[config.mk]
export PLATFORM = sky130hd
export DESIGN_NAME = rv32_mod_load_store_unit
export DESIGN_NICKNAME = d
export VERILOG_FILES = /design/src/rtl/rv32_mod_load_store_unit.sv
export SDC_FILE = /design/constraint.sdc
export NUM_CORES = 1
export LEC_CHECK = 0
export CAP_MARGIN = 15
export CORE_ASPECT_RATIO = 0.8
export CORE_MARGIN = 2
export CORE_UTILIZATION = 50
export DETAILED_ROUTE_END_ITERATION = 8
export PLACE_DENSITY = 0.87
export SYNTH_ARGS = -nofsm -noshare
export SYNTH_HDL_FRONTEND = slang
export SYNTH_SLANG_ARGS = --single-unit
[constraint.sdc]
create_clock -name clk -period 4.7 [get_ports clk]
set_input_delay 0.705 -clock clk [delete_from_list [all_inputs] [get_ports clk]]
set_output_delay 0.705 -clock clk [all_outputs]
set_load 0.005 [all_outputs]
[src/rtl/rv32_mod_load_store_unit.sv]
// RV32 load/store unit: one aligned single-beat data bus access per request,
// with load extension and misaligned/bus-error/timeout reporting.
module rv32_mod_load_store_unit #(
  parameter int unsigned TIMEOUT_CYCLES = 256
) (
  input  logic        clk,
  input  logic        rst_n,
  input  logic        lsu_valid,
  output logic        lsu_ready,
  input  logic [3:0]  lsu_ram_req,
  input  logic        lsu_ram_wr,
  input  logic [31:0] lsu_addr,
  input  logic [31:0] lsu_wdata,
  output logic        lsu_done,
  output logic [31:0] lsu_rdata,
  output logic        lsu_err,
  output logic [1:0]  lsu_err_cause,
  output logic        bus_cyc,
  output logic        bus_we,
  output logic [31:0] bus_addr,
  output logic [3:0]  bus_be,
  output logic [31:0] bus_wdata,
  input  logic        bus_ack,
  input  logic        bus_err,
  input  logic [31:0] bus_rdata
);

  typedef enum logic [1:0] {
    IDLE = 2'd0,
    WAIT = 2'd1,
    DONE = 2'd2
  } state_e;

  localparam logic [15:0] CntLast = 16'(TIMEOUT_CYCLES - 1);

  state_e      state_q, state_d;
  logic [15:0] cnt_q, cnt_d;
  logic [1:0]  off_q, off_d;
  logic [1:0]  width_q, width_d;
  logic        uns_q, uns_d;
  logic [31:0] rdata_q, rdata_d;
  logic        err_q, err_d;
  logic [1:0]  cause_q, cause_d;
  logic        cyc_q, cyc_d;
  logic        we_q, we_d;
  logic [31:0] addr_q, addr_d;
  logic [3:0]  be_q, be_d;
  logic [31:0] wdata_q, wdata_d;

  logic        is_b, is_h, is_w;
  logic        fault, timeout;
  logic [3:0]  be_new;
  logic [31:0] wd_new;
  logic [15:0] lane;
  logic [31:0] ext;
  logic        unused;

  assign unused = lsu_ram_req[3];

  always_comb begin
    is_b   = lsu_ram_req[1:0] == 2'b00;
    is_h   = lsu_ram_req[1:0] == 2'b01;
    is_w   = lsu_ram_req[1:0] == 2'b10;
    fault  = (is_h && lsu_addr[0])
           | (is_w && (|lsu_addr[1:0]))
           | (lsu_ram_req[1:0] == 2'b11)
           | (lsu_ram_wr && lsu_ram_req[2]);
    be_new = 4'b1111;
    wd_new = lsu_wdata;
    unique case (1'b1)
      is_b: begin
        be_new = 4'b0001 << lsu_addr[1:0];
        wd_new = {4{lsu_wdata[7:0]}};
      end
      is_h: begin
        be_new = 4'b0011 << lsu_addr[1:0];
        wd_new = {2{lsu_wdata[15:0]}};
      end
      default: ;
    endcase
  end

  always_comb begin
    lane = 16'(bus_rdata >> {off_q, 3'b000});
    ext  = bus_rdata;
    unique case (width_q)
      2'b00:   ext = {{24{~uns_q & lane[7]}}, lane[7:0]};
      2'b01:   ext = {{16{~uns_q & lane[15]}}, lane};
      default: ;
    endcase
    timeout = cnt_q == CntLast;
  end

  always_ff @(posedge clk or negedge rst_n) begin
    if (!rst_n) state_q <= IDLE;
    else        state_q <= state_d;
  end

  always_comb begin
    state_d = state_q;
    unique case (state_q)
      IDLE:    if (lsu_valid) state_d = fault ? DONE : WAIT;
      WAIT:    if (bus_err || bus_ack || timeout) state_d = DONE;
      DONE:    state_d = IDLE;
      default: state_d = IDLE;
    endcase
  end

  always_comb begin
    lsu_ready = state_q == IDLE;
    lsu_done  = state_q == DONE;
  end

  always_comb begin
    cnt_d   = cnt_q;
    off_d   = off_q;
    width_d = width_q;
    uns_d   = uns_q;
    rdata_d = rdata_q;
    err_d   = err_q;
    cause_d = cause_q;
    cyc_d   = cyc_q;
    we_d    = we_q;
    addr_d  = addr_q;
    be_d    = be_q;
    wdata_d = wdata_q;
    unique case (state_q)
      IDLE: if (lsu_valid) begin
        off_d   = lsu_addr[1:0];
        width_d = lsu_ram_req[1:0];
        uns_d   = lsu_ram_req[2];
        rdata_d = '0;
        err_d   = fault;
        cause_d = fault ? 2'd1 : 2'd0;
        cnt_d   = '0;
        if (!fault) begin
          cyc_d   = 1'b1;
          we_d    = lsu_ram_wr;
          addr_d  = {lsu_addr[31:2], 2'b00};
          be_d    = be_new;
          wdata_d = lsu_ram_wr ? wd_new : '0;
        end
      end
      WAIT: begin
        if (bus_err || bus_ack || timeout) begin
          cyc_d   = 1'b0;
          we_d    = 1'b0;
          addr_d  = '0;
          be_d    = '0;
          wdata_d = '0;
        end
        // Error outranks ack; ack outranks the final timeout cycle.
        if (bus_err) begin
          err_d   = 1'b1;
          cause_d = 2'd2;
        end else if (bus_ack) begin
          rdata_d = we_q ? '0 : ext;
          err_d   = 1'b0;
          cause_d = 2'd0;
        end else if (timeout) begin
          err_d   = 1'b1;
          cause_d = 2'd3;
        end else begin
          cnt_d = cnt_q + 16'd1;
        end
      end
      DONE: begin
        rdata_d = '0;
        err_d   = 1'b0;
        cause_d = 2'd0;
      end
      default: ;
    endcase
  end

  always_ff @(posedge clk or negedge rst_n) begin
    if (!rst_n) begin
      cnt_q   <= '0;
      off_q   <= '0;
      width_q <= '0;
      uns_q   <= 1'b0;
      rdata_q <= '0;
      err_q   <= 1'b0;
      cause_q <= '0;
      cyc_q   <= 1'b0;
      we_q    <= 1'b0;
      addr_q  <= '0;
      be_q    <= '0;
      wdata_q <= '0;
    end else begin
      cnt_q   <= cnt_d;
      off_q   <= off_d;
      width_q <= width_d;
      uns_q   <= uns_d;
      rdata_q <= rdata_d;
      err_q   <= err_d;
      cause_q <= cause_d;
      cyc_q   <= cyc_d;
      we_q    <= we_d;
      addr_q  <= addr_d;
      be_q    <= be_d;
      wdata_q <= wdata_d;
    end
  end

  assign lsu_rdata     = rdata_q;
  assign lsu_err       = err_q;
  assign lsu_err_cause = cause_q;
  assign bus_cyc       = cyc_q;
  assign bus_we        = we_q;
  assign bus_addr      = addr_q;
  assign bus_be        = be_q;
  assign bus_wdata     = wdata_q;

endmodule

==> flow_summary.ini, run 1 <==
[power_and_ir_drop]
p_int_w = 0.00337
p_seq_frac = 0.353
power_density_nw_per_um2 = 535
netSwitchingFraction = 0.309
switchingPower_w = 0.00151
p_clk_frac = 0.272
p_leak_nw = 3.97
comb_power_share = 0.374
peakVddDrop_mv = 0.324

[routing]
drc = 0
detail-route-antenna-nets = 0
via_count = 5769
drt_first_pass_iters = 6
drt_iter0_drc = 498
routed_wl_um = 19300
vias_per_cell = 5.99
wl_per_cell_um = 20.1

[placement]
pre_cts_ws_ps = 1310
hpwl_um = 13400
routabilityCongestion = 0.821
io_buffers = 209

[critical_path]
cp_slowest_stage_delay_ps = 800
cp.depth = 6
critical_path_required_ps = 5040
path_cells = inv_1 -> ha_1 -> nand2b_1 -> a2111oi_4 -> or4b_1 -> nand2_1
crit_type = register to register
critPathCaptureType = register
critical_path_buf_inv_count = 1
path_max_fanout = 20
cp_slowest_cell = or4b_1
r2r_cells = 6
arrival_ps = 3510
start_kind = register
cp_top_family = simple AND/OR/NAND/NOR gates

[timing]
tightest_slew_ps = 1130
fmaxAchievable_mhz = 316
skew_ps = 14.3
setup_viol = 0
hold_viol_final = 0
fin_tns_setup_ps = 0
period_minus_slack_ps = 3160
relSlewSlack = 0.247
fin_ws_ps = 1540
finalCritPeriodShare = 0.673
slew_violations = 0
rsz0062_at_grt = no

[synth]
ys_seq_area_frac = 0.501
synth_top_area_frac = 0.501
async_flop_share = 1.00
yosys_warnings = 0
syn_inst = 587
ys_ff_latch = 126
synth_area_per_cell_um2 = 10.7
ys.flop_type = dfrtp_1
yosysTopAreaCell = dfrtp_1
synth_edf_count = 0
syn_area_um2 = 6290
synthDistinctLibCells = 59
synth.area.top_cells = dfrtp_1, a22o_1, mux2i_1

[grt]
first_global_vias = 5792
grtUsageTotal = 0.285
antenna_found_initial = 0
grt-ovfl-total = 0
grt_pass1_wl_um = 30000
grt_max_degree = 88

[clocking]
cts_buffers = 17
clock_path_buffers = 2
cts-resized-gates = 0
path_clk_slew_ps = 50
htree_levels = 4
clock-root-buffer = clkbuf_16
clock_latency_ps = 430
cts_tree = yes
cts_setup_buffers = 0
cts.sinks = 126
ctsHoldBuffers = 0

[run]
drv_cap = 0

[finish]
layout_commonest_cell = clkdlybuf4s50_1
finish.utilization = 0.747
diodes = 0
layout_common_cells = clkdlybuf4s50_1, dfrtp_1, nand2_1
drive_gt1_frac = 0.0871
seqCellArea_um2 = 3150
syn2layout_area_growth_pct = 45.0
num-fill-cells = 787
multi_input_area_um2 = 2910
layout.nets = 892

[die]
die_w_um = 129
rows = 36
die_y_um = 104
core_area_um2 = 12200
dieArea_um2 = 13500
initial_utilization = 0.515
io_pins = 213

[outcome]
status = completed

[worst_hold_path]
min_path_type = input pin to async pin
## cell families (layout without fill, tap and decap cells)
| kind of cell | after synthesis | count (layout) | synth area share |
|---|---|---|---|
| adder cells (fa/ha/maj) | 5 | 5 | 0.00995 |
| other | 1 | 2 | 0.000596 |
| XOR/XNOR | 1 | 1 | 0.00139 |
| AND/OR/NAND/NOR | 148 | 148 | 0.122 |
| buffers and inverters | 59 | 263 | 0.0410 |
| flip-flops | 126 | 126 | 0.501 |
| multiplexers | 59 | 59 | 0.0993 |
| AO/OA/AOI/OAI | 188 | 188 | 0.224 |
## sequential cells by signal, summed over array words and instances, names as in the netlist, 2 cells and up
register       flops
off_q              2
lsu_err_cause      2
state_q            2
bus_be             4
bus_wdata         32
lsu_rdata         32
cnt_q             16
width_q            2
bus_addr          30
## layout make-up
class | count | area share
clock buffer | 25 | 0.0577
clock inverter | 5 | 0.00851
inverter | 16 | 0.00659
timing repair buffer | 217 | 0.238
multi-input combinational | 403 | 0.320
sequential | 126 | 0.346
tap | 171 | 0.0235
## per-layer routing
| metal | track usage | part of all wire | vias up |
|---|---|---|---|
| li1 | - | - | 2564 |
| met1 | 0.365 | 0.41 | 2870 |
| met2 | 0.462 | 0.49 | 310 |
| met3 | 0.0674 | 0.089 | 25 |
| met4 | 0.120 | 0.014 | 0 |
| met5 | 0 | 0 | - |
## synth_stat cells, drive strengths merged, types with 2 or more instances
cell and number:
a2111oi 3, a211oi 3, a21o 3, a21oi 24, a22o 48, a22oi 23, a2bb2oi 2, and2 2
and4 3, buf 20, clkbuf 23, dfrtp 126, ha 5, inv 16, mux2 17, mux2i 41
nand2 73, nand2b 14, nand3 6, nand3b 2, nand4 5, nor2 11, nor2b 6, nor3b 2
nor4 7, nor4b 2, o211a 7, o21ai 37, o21bai 3, o221ai 3, o22ai 7, o2bb2ai 8
o31ai 12, or3 3, or4 6, or4b 2
## worst reg2reg max path, stage by stage (launching register included)
cell,delay [ps]
dfrtp_1,400
inv_1,110
ha_1,650
nand2b_1,330
a2111oi_4,600
or4b_1,800
nand2_1,200
## per-stage QoR
stage | hold slack (ps) | power [W] | area, um^2 | instances
6_report | 232 | 0.00488 | 9110 | 963
5_1_grt | 259 | 0.00512 | 9110 | 963
4_1_cts | 481 | 0.00489 | 9090 | 962
3_5_place_dp | 469 | 0.00353 | 8480 | 932
3_3_place_gp | 461 | 0.00346 | 8480 | 932
2_1_floorplan | 409 | 0.00253 | 6290 | 588
## power by group through the flow
| stage | Combinational, W | Sequential [W] | Clock (W) |
|---|---|---|---|
| 6_report | 0.00182 | 0.00172 | 0.00133 |
| 5_1_grt | 0.00196 | 0.00177 | 0.00139 |
| 4_1_cts | 0.00183 | 0.00172 | 0.00134 |
| 3_5_place_dp | 0.00181 | 0.00173 | 0 |
| 3_3_place_gp | 0.00175 | 0.00171 | 0 |
| 2_1_floorplan | 0.000890 | 0.00164 | 0 |
## final timing paths
| kind | end | from | slack (ps) |
|---|---|---|---|
| max | lsu_rdata[22] | state_q[1] | 1540 |
| min | cnt_q[12] | rst_n | 230 |
| max reg2reg | lsu_rdata[22] | state_q[1] | 1540 |
| min reg2reg | bus_cyc | bus_cyc | 480 |
| max in group asynchronous | off_q[0] | rst_n | 3250 |
| min in group clk | bus_cyc | bus_cyc | 480 |
No activity file was read; power rests on OpenSTA's default activity.
==> inputs of run 2 (changes only) <==
- CORE_UTILIZATION: 50 -> 42
- PLACE_DENSITY: 0.87 -> 0.78
- clock period: 4.7 -> 2.8 ns (I/O delays scaled with it)
==> flow_summary.ini, run 2 (synthesis gave the netlist of run 1 again) <==
[clocking]
clock-root-buffer = clkbuf_16
cts_tree = yes
cts.sinks = 126
htree_levels = 4
clock_path_buffers = 2
cts_buffers = 17
clock_latency_ps = 420
cts-resized-gates = 0
path_clk_slew_ps = 60
cts_setup_buffers = 0
ctsHoldBuffers = 0

[critical_path]
crit_type = register to register
critPathCaptureType = register
critical_path_required_ps = 3140
r2r_cells = 6
path_max_fanout = 16
arrival_ps = 2880
start_kind = register

[die]
dieArea_um2 = 16000
die_y_um = 113
io_pins = 213
die_w_um = 141
rows = 39
initial_utilization = 0.435
core_area_um2 = 14400

[grt]
antenna_found_initial = 0
grt_pass1_wl_um = 30200
grt-ovfl-total = 0
first_global_vias = 5665
grt_max_degree = 52
grtUsageTotal = 0.239

[finish]
finish.utilization = 0.647
layout_commonest_cell = clkdlybuf4s50_1
drive_gt1_frac = 0.109
layout.nets = 909
syn2layout_area_growth_pct = 48.7
fin_area_um2 = 9350
diodes = 0
layout_common_cells = clkdlybuf4s50_1, dfrtp_1, nand2_1

[placement]
routabilityCongestion = 0.862
io_buffers = 209
dpl_cell_area_um2 = 8660
hpwl_um = 13200

[routing]
via_count = 5684
wl_per_cell_um = 18.9
detail-route-antenna-nets = 0
routed_wl_um = 18800
drc = 0
drt_first_pass_iters = 5
drt_iter0_drc = 640
vias_per_cell = 5.71

[timing]
hold_viol_final = 0
slew_violations = 0
tightest_slew_ps = 658
relSlewSlack = 0.561
hold_slack_ps = 19.9
period_minus_slack_ps = 2540
setup_viol = 0
fin_tns_setup_ps = 0
rsz0062_at_grt = no
skew_ps = 6.46
fmaxAchievable_mhz = 394
finalCritPeriodShare = 0.906

[worst_hold_path]
min_path_type = input pin to async pin

[run]
drv_cap = 0

[power_and_ir_drop]
power_density_nw_per_um2 = 924
power_w = 0.00864
p_leak_nw = 4.08
peakVddDrop_mv = 0.543

[outcome]
status = completed
[run 2: cell count changes in the layout (fill, tap and decap cells not counted), sizes merged]
| cell | before | now |
|---|---|---|
| clkbuf | 25 | 18 |
| clkinv | 2 | 1 |
| inv | 16 | 18 |
| buf | 9 | 26 |
| clkinvlp | 1 | 4 |
| bufinv | 2 | 7 |
[run 2: path summary, 6_finish.rpt]
path                             from            end  slack [ps]
min in group clk              bus_cyc        bus_cyc         480
min reg2reg                   bus_cyc        bus_cyc         480
min                             rst_n  lsu_rdata[19]          20
max reg2reg                state_q[1]  lsu_rdata[24]         260
max                        state_q[1]  lsu_rdata[24]         260
max in group asynchronous       rst_n      cnt_q[10]        1950
[run 2: final cells by class]
type                    count  area, um^2
clock buffers              18         429
clock inverters            14         263
fillers                  1100        5090
inverters                  16        60.1
multi-input cells         403        2910
flip-flops and latches    126        3150
well taps                 184         230
repair buffers            234        2300
[run 2: power by group]
part / internal [W] / switching, W / leakage, nW
clock network: 0.00176 / 0.000842 / 0.323
logic: 0.00188 / 0.00132 / 2.09
registers: 0.00239 / 0.000447 / 1.67
[run 2: stage by stage]
step	worst slack [ps]	instances
6_report	262	995
5_1_grt	48.9	995
2_1_floorplan	539	588
3_3_place_gp	246	963
4_1_cts	245	995
3_5_place_dp	212	963
[run 2: worst max-delay path, cell delays in order (launching register included)]
cell and delay [ps]:
dfrtp_1 400, inv_1 100, ha_1 400, nand2b_1 240, a2111oi_4 360, or4b_1 760, nand2_1 210
[run 2: metal layers]
layer  track usage  wire length (um)  share of wire  vias to the layer above
met5             0                 0              0                        -
met4        0.0627               233          0.012                        0
met3        0.0730              1350          0.072                       25
met2         0.377              8770           0.47                      236
met1         0.325              8450           0.45                     2822
li1              -                 -              -                     2601
==> RTL change 1 (settings of run 2) <==
Encoding of `state_e`: now one-hot (3 bits for 3 states).
--- a/src/rtl/rv32_mod_load_store_unit.sv
+++ b/src/rtl/rv32_mod_load_store_unit.sv
@@ -26,8 +26,8 @@
 );
 
-  typedef enum logic [1:0] {
-    IDLE = 2'd0,
-    WAIT = 2'd1,
-    DONE = 2'd2
+  typedef enum logic [2:0] {
+    IDLE = 3'b001,
+    WAIT = 3'b010,
+    DONE = 3'b100
   } state_e;
 
Check against the original RTL: same outputs for any inputs over 4 cycles, from zero or initial values and one cycle with rst_n low; so few cycles prove little.
==> RTL change 1 against run 2 <==
Sequential share of layout area up 1.9 points; routed wire length fell by 5.4%; power is 3.9% lower; design area down 4.4%; area after synthesis shrank 4.8%; sequential cell count rose by 1; count of clock-buffer cells in the layout rose by 1; largest cell class unchanged; sequential power about the same; worst setup slack gained 0.047 ns.
==> RTL change 1: results (changes against run 2) <==
Place WS: 0.1831 ns (-0.02874 ns)
Leakage Power: 3.890 nW (-4.7%)
DP HPWL: 12680 um (-4.2%)
final instance area: 0.008939 mm^2 (-4.4%)
Seq/Total Area, Yosys: 0.5310 (+0.02954)
Synth Area in XOR/XNOR: 0.008777 (+0.007384)
Worst Path Max Fanout: 8 (-8)
ant diodes: 0 (unchanged)
FFs w/ async S/R, synth: 1.000 (unchanged)
worst reg2reg path depth: 5 (-1)
clk_skew: 0.007219 ns (+0.0007614 ns)
post-layout net count: 882 (-3.0%)
delay-heaviest family, CP: buffers and inverters
Max VDD drop: 0.5632 mV (+3.6%)
top cells by count, synth: dfrtp_1 (126), nand2_1 (65), a22o_1 (47), nor2_1 (47), mux2i_1 (30)
post-cts resize count: 0 (unchanged)
Worst EP arrival: 2.07 ns (-0.81 ns)
Root Driver: clkbuf_16
total track usage: 0.2371 (-0.002087)
WHS: 0.006567 ns (-0.01329 ns)
slew margin rel.: 0.3324 (-0.2288)
Slowest cell on crit path: dfstp_2
reg2reg end: bus_wdata[4]
Finished Layout Cells: 967 (-2.8%)
CP max stage delay: 0.59 ns (-0.17 ns)
reg2reg start: state_q[0]
Ys Warns: 0 (unchanged)
Synth Area in Adders: 0.002090 (-0.007860)
top cells by area, synth: dfrtp_1 (53%), a22o_1 (6.9%), mux2i_1 (5.0%)
fillers: 1031 (-6.3%)
r2r setup slk: 0.43 ns (+0.17 ns)
H-tree Lvls: 4 (unchanged)
1st-iter DRT viols: 471 (-26%)
total CTS buffers: 17 (unchanged)
Min-Delay Path Class: input port to asynchronous set/reset pin
Max Root-Sink Buffers: 2 (unchanged)
compound-cell area share of the yosys netlist: 0.2111 (-0.01280)
Distinct cells, synth: 59 (unchanged)
DP Area: 0.008280 mm^2 (-4.4%)
GPL Wtd Cong: 0.8438 (-2.1%)
first-pass GRT wire length: 28090 um (-7.0%)
DP Cell Count: 936 (-2.8%)
vias in the first global route: 5449 (-3.8%)
Synth Area per Inst: 10.50 um^2 (-1.9%)
largest net degree at the start of global routing: 59 (+13%)
post-synthesis mux area share: 0.06332 (-0.03598)
antenna violations before repair: 0 (unchanged)
later-pin clock latency in the skew report: 0.42 ns (about the same)
Vias/cell: 5.581 (-2.3%)
drt total wl: 17800 um (-5.4%)
Synth Flop Type: dfrtp_1
share of layout cells above drive strength 1: 0.08767 (-0.02083)
DRT Pass-1 Iters: 8 (+3)
total setup buffers inserted after CTS: 0 (unchanged)
IO Port Bufs: 209 (unchanged)
run status: finished, final reports clean
==> RTL change 1: cell types whose count changed in the layout (fill, tap and decap cells not counted), sizes merged, moves of 7 or more <==
cell     delta
mux2i      -11
o22ai       -7
buf        -10
a22oi      -22
o31ai      -11
o2bb2ai    +15
o21ai      +10
nand2       -8
nor2b      +14
nor2       +36
inv        -13
o211a       -7
mux2       -10
==> RTL change 1: worst max path at each step <==
stage	start	end	slack, ns
2_1_floorplan	state_q[0]	bus_wdata[10]	0.83
3_3_place_gp	lsu_ram_req[0]	bus_wdata[5]	0.25
3_5_place_dp	lsu_ram_req[0]	bus_wdata[4]	0.18
4_1_cts	state_q[0]	lsu_ready	0.30
5_1_grt	state_q[0]	lsu_ready	0.25
6_report	state_q[0]	lsu_ready	0.31
==> RTL change 1: power by group <==
part           switching [mW]  internal [mW]  total (mW)
logic                    1.29           1.70        2.99
clock network           0.799           1.68        2.48
registers               0.444           2.39        2.84
==> RTL change 1: cell families after synthesis <==
| logic type | Yosys count |
|---|---|
| fa+ha+maj | 1 |
| mux | 37 |
| xor+xnor | 6 |
| compound gates | 171 |
| other cells | 1 |
| buf+inv | 45 |
| flops | 127 |
| simple gates | 182 |
==> RTL change 1: layout make-up <==
class / count / area share
inverter: 6 / 0.002520
clock inverter: 12 / 0.02408
timing repair buffer: 224 / 0.2492
sequential: 127 / 0.3557
tap: 180 / 0.02520
clock buffer: 19 / 0.04955
multi-input combinational: 399 / 0.2938
==> RTL change 1: per-layer routing <==
layer,GRT usage,wire (um),vias to the layer above
li1,-,-,2477
met1,0.3161,7605,2639
met2,0.3678,8129,260
met3,0.08368,1799,21
met4,0.06048,265,0
met5,0,0,-
==> RTL change 2 (settings of run 2) <==
Made on the original files. The parameter `TIMEOUT_CYCLES` goes from 256 to 192.
--- a/src/rtl/rv32_mod_load_store_unit.sv
+++ b/src/rtl/rv32_mod_load_store_unit.sv
@@ -2,5 +2,5 @@
 // with load extension and misaligned/bus-error/timeout reporting.
 module rv32_mod_load_store_unit #(
-  parameter int unsigned TIMEOUT_CYCLES = 256
+  parameter int unsigned TIMEOUT_CYCLES = 192
 ) (
   input  logic        clk,
Behaviour: no difference found for any inputs over 4 cycles, from zero or initial values and one cycle with rst_n low; that may be too few to reach the edited logic, so the function may still have changed.
==> RTL change 2 against run 2 <==
Die area shrank 5.8%; via count shrank 5.5%; highest routed layer unchanged; combinational power shrank 6%; area after synthesis shrank 6.0%; sequential cell count is the same; largest cell class unchanged; power shrank 5.2%; final cell count shrank 1.6%; critical path depth grew 3; worst setup slack gained 0.20 ns; critical path type unchanged; routed wire length shrank 5.0%; design area shrank 4.7%; global-route usage grew 0.37 points.
==> RTL change 2: results (changes against run 2) <==
Distinct cells, synth: 48 (-19%)
Worst EP arrival: 2.62 ns (-0.26 ns)
total track usage: 0.2429 (+0.003697)
Synth Area per Inst: 10.32 um^2 (-3.7%)
Seq/Total Area, Yosys: 0.5334 (+0.03195)
CP max stage delay: 0.41 ns (-0.35 ns)
Clk pwr share: 0.291 (-0.010)
wl on met1: 7693 um (-9.0%)
GPL Wtd Cong: 0.9074 (+5.2%)
Via Count: 5371 (-5.5%)
Comb pwr share: 0.367 (-0.003)
Place WS: 0.2585 ns (+0.04666 ns)
1st-iter DRT viols: 438 (-32%)
r2r setup slk: 0.46 ns (+0.20 ns)
drt total wl: 17880 um (-5.0%)
fillers: 1040 (-5.5%)
vias in the first global route: 5280 (-6.8%)
Leakage Power: 4.014 nW (-1.7%)
met2 Resource Use GR: 0.3786 (+0.001661)
switching pwr: 2.571 mW (-1.5%)
DP Area: 0.008269 mm^2 (-4.5%)
first-pass GRT wire length: 27890 um (-7.7%)
post-layout net count: 897 (-1.3%)
delay-heaviest family, CP: buffers and inverters
WL met2: 8479 um (-3.3%)
routed wl met3: 1382 um (+2.3%)
Max VDD drop: 0.5781 mV (+6.4%)
run status: finished, final reports clean
grt met1 use: 0.3191 (-0.006253)
Worst Path Max Fanout: 38 (+22)
largest net degree at the start of global routing: 69 (+33%)
DP HPWL: 13130 um (-0.78%)
share of layout cells above drive strength 1: 0.08761 (-0.02090)
Final min period: 2.338 ns (-0.1996 ns)
met3 global-route usage: 0.08459 (+0.01154)
top cells by area, synth: dfrtp_1 (53%), a22o_1 (5.6%), mux2i_1 (5.6%)
DP Cell Count: 946 (-1.8%)
[RTL change 2: logic make-up (layout without fill, tap and decap cells)]
| family | Yosys count | after routing | synth area share |
|---|---|---|---|
| AO/OA/AOI/OAI | 172 | 172 | 0.1975 |
| XOR/XNOR | 9 | 9 | 0.01334 |
| adder cells (fa/ha/maj) | 5 | 5 | 0.01058 |
| buffers and inverters | 45 | 270 | 0.03239 |
| flip-flops | 126 | 126 | 0.5334 |
| multiplexers | 42 | 42 | 0.07303 |
| other | 1 | 2 | 0.0006344 |
| AND/OR/NAND/NOR | 173 | 173 | 0.1391 |
[RTL change 2: area by class of cell]
class | count | area, um^2 | area share
well taps | 180 | 225.2 | 0.02526
repair buffers | 232 | 2290 | 0.2568
multi-input cells | 403 | 2589 | 0.2903
clock inverters | 14 | 207.7 | 0.02329
flip-flops and latches | 126 | 3153 | 0.3536
clock buffers | 18 | 429.2 | 0.04813
inverters | 6 | 22.52 | 0.002526
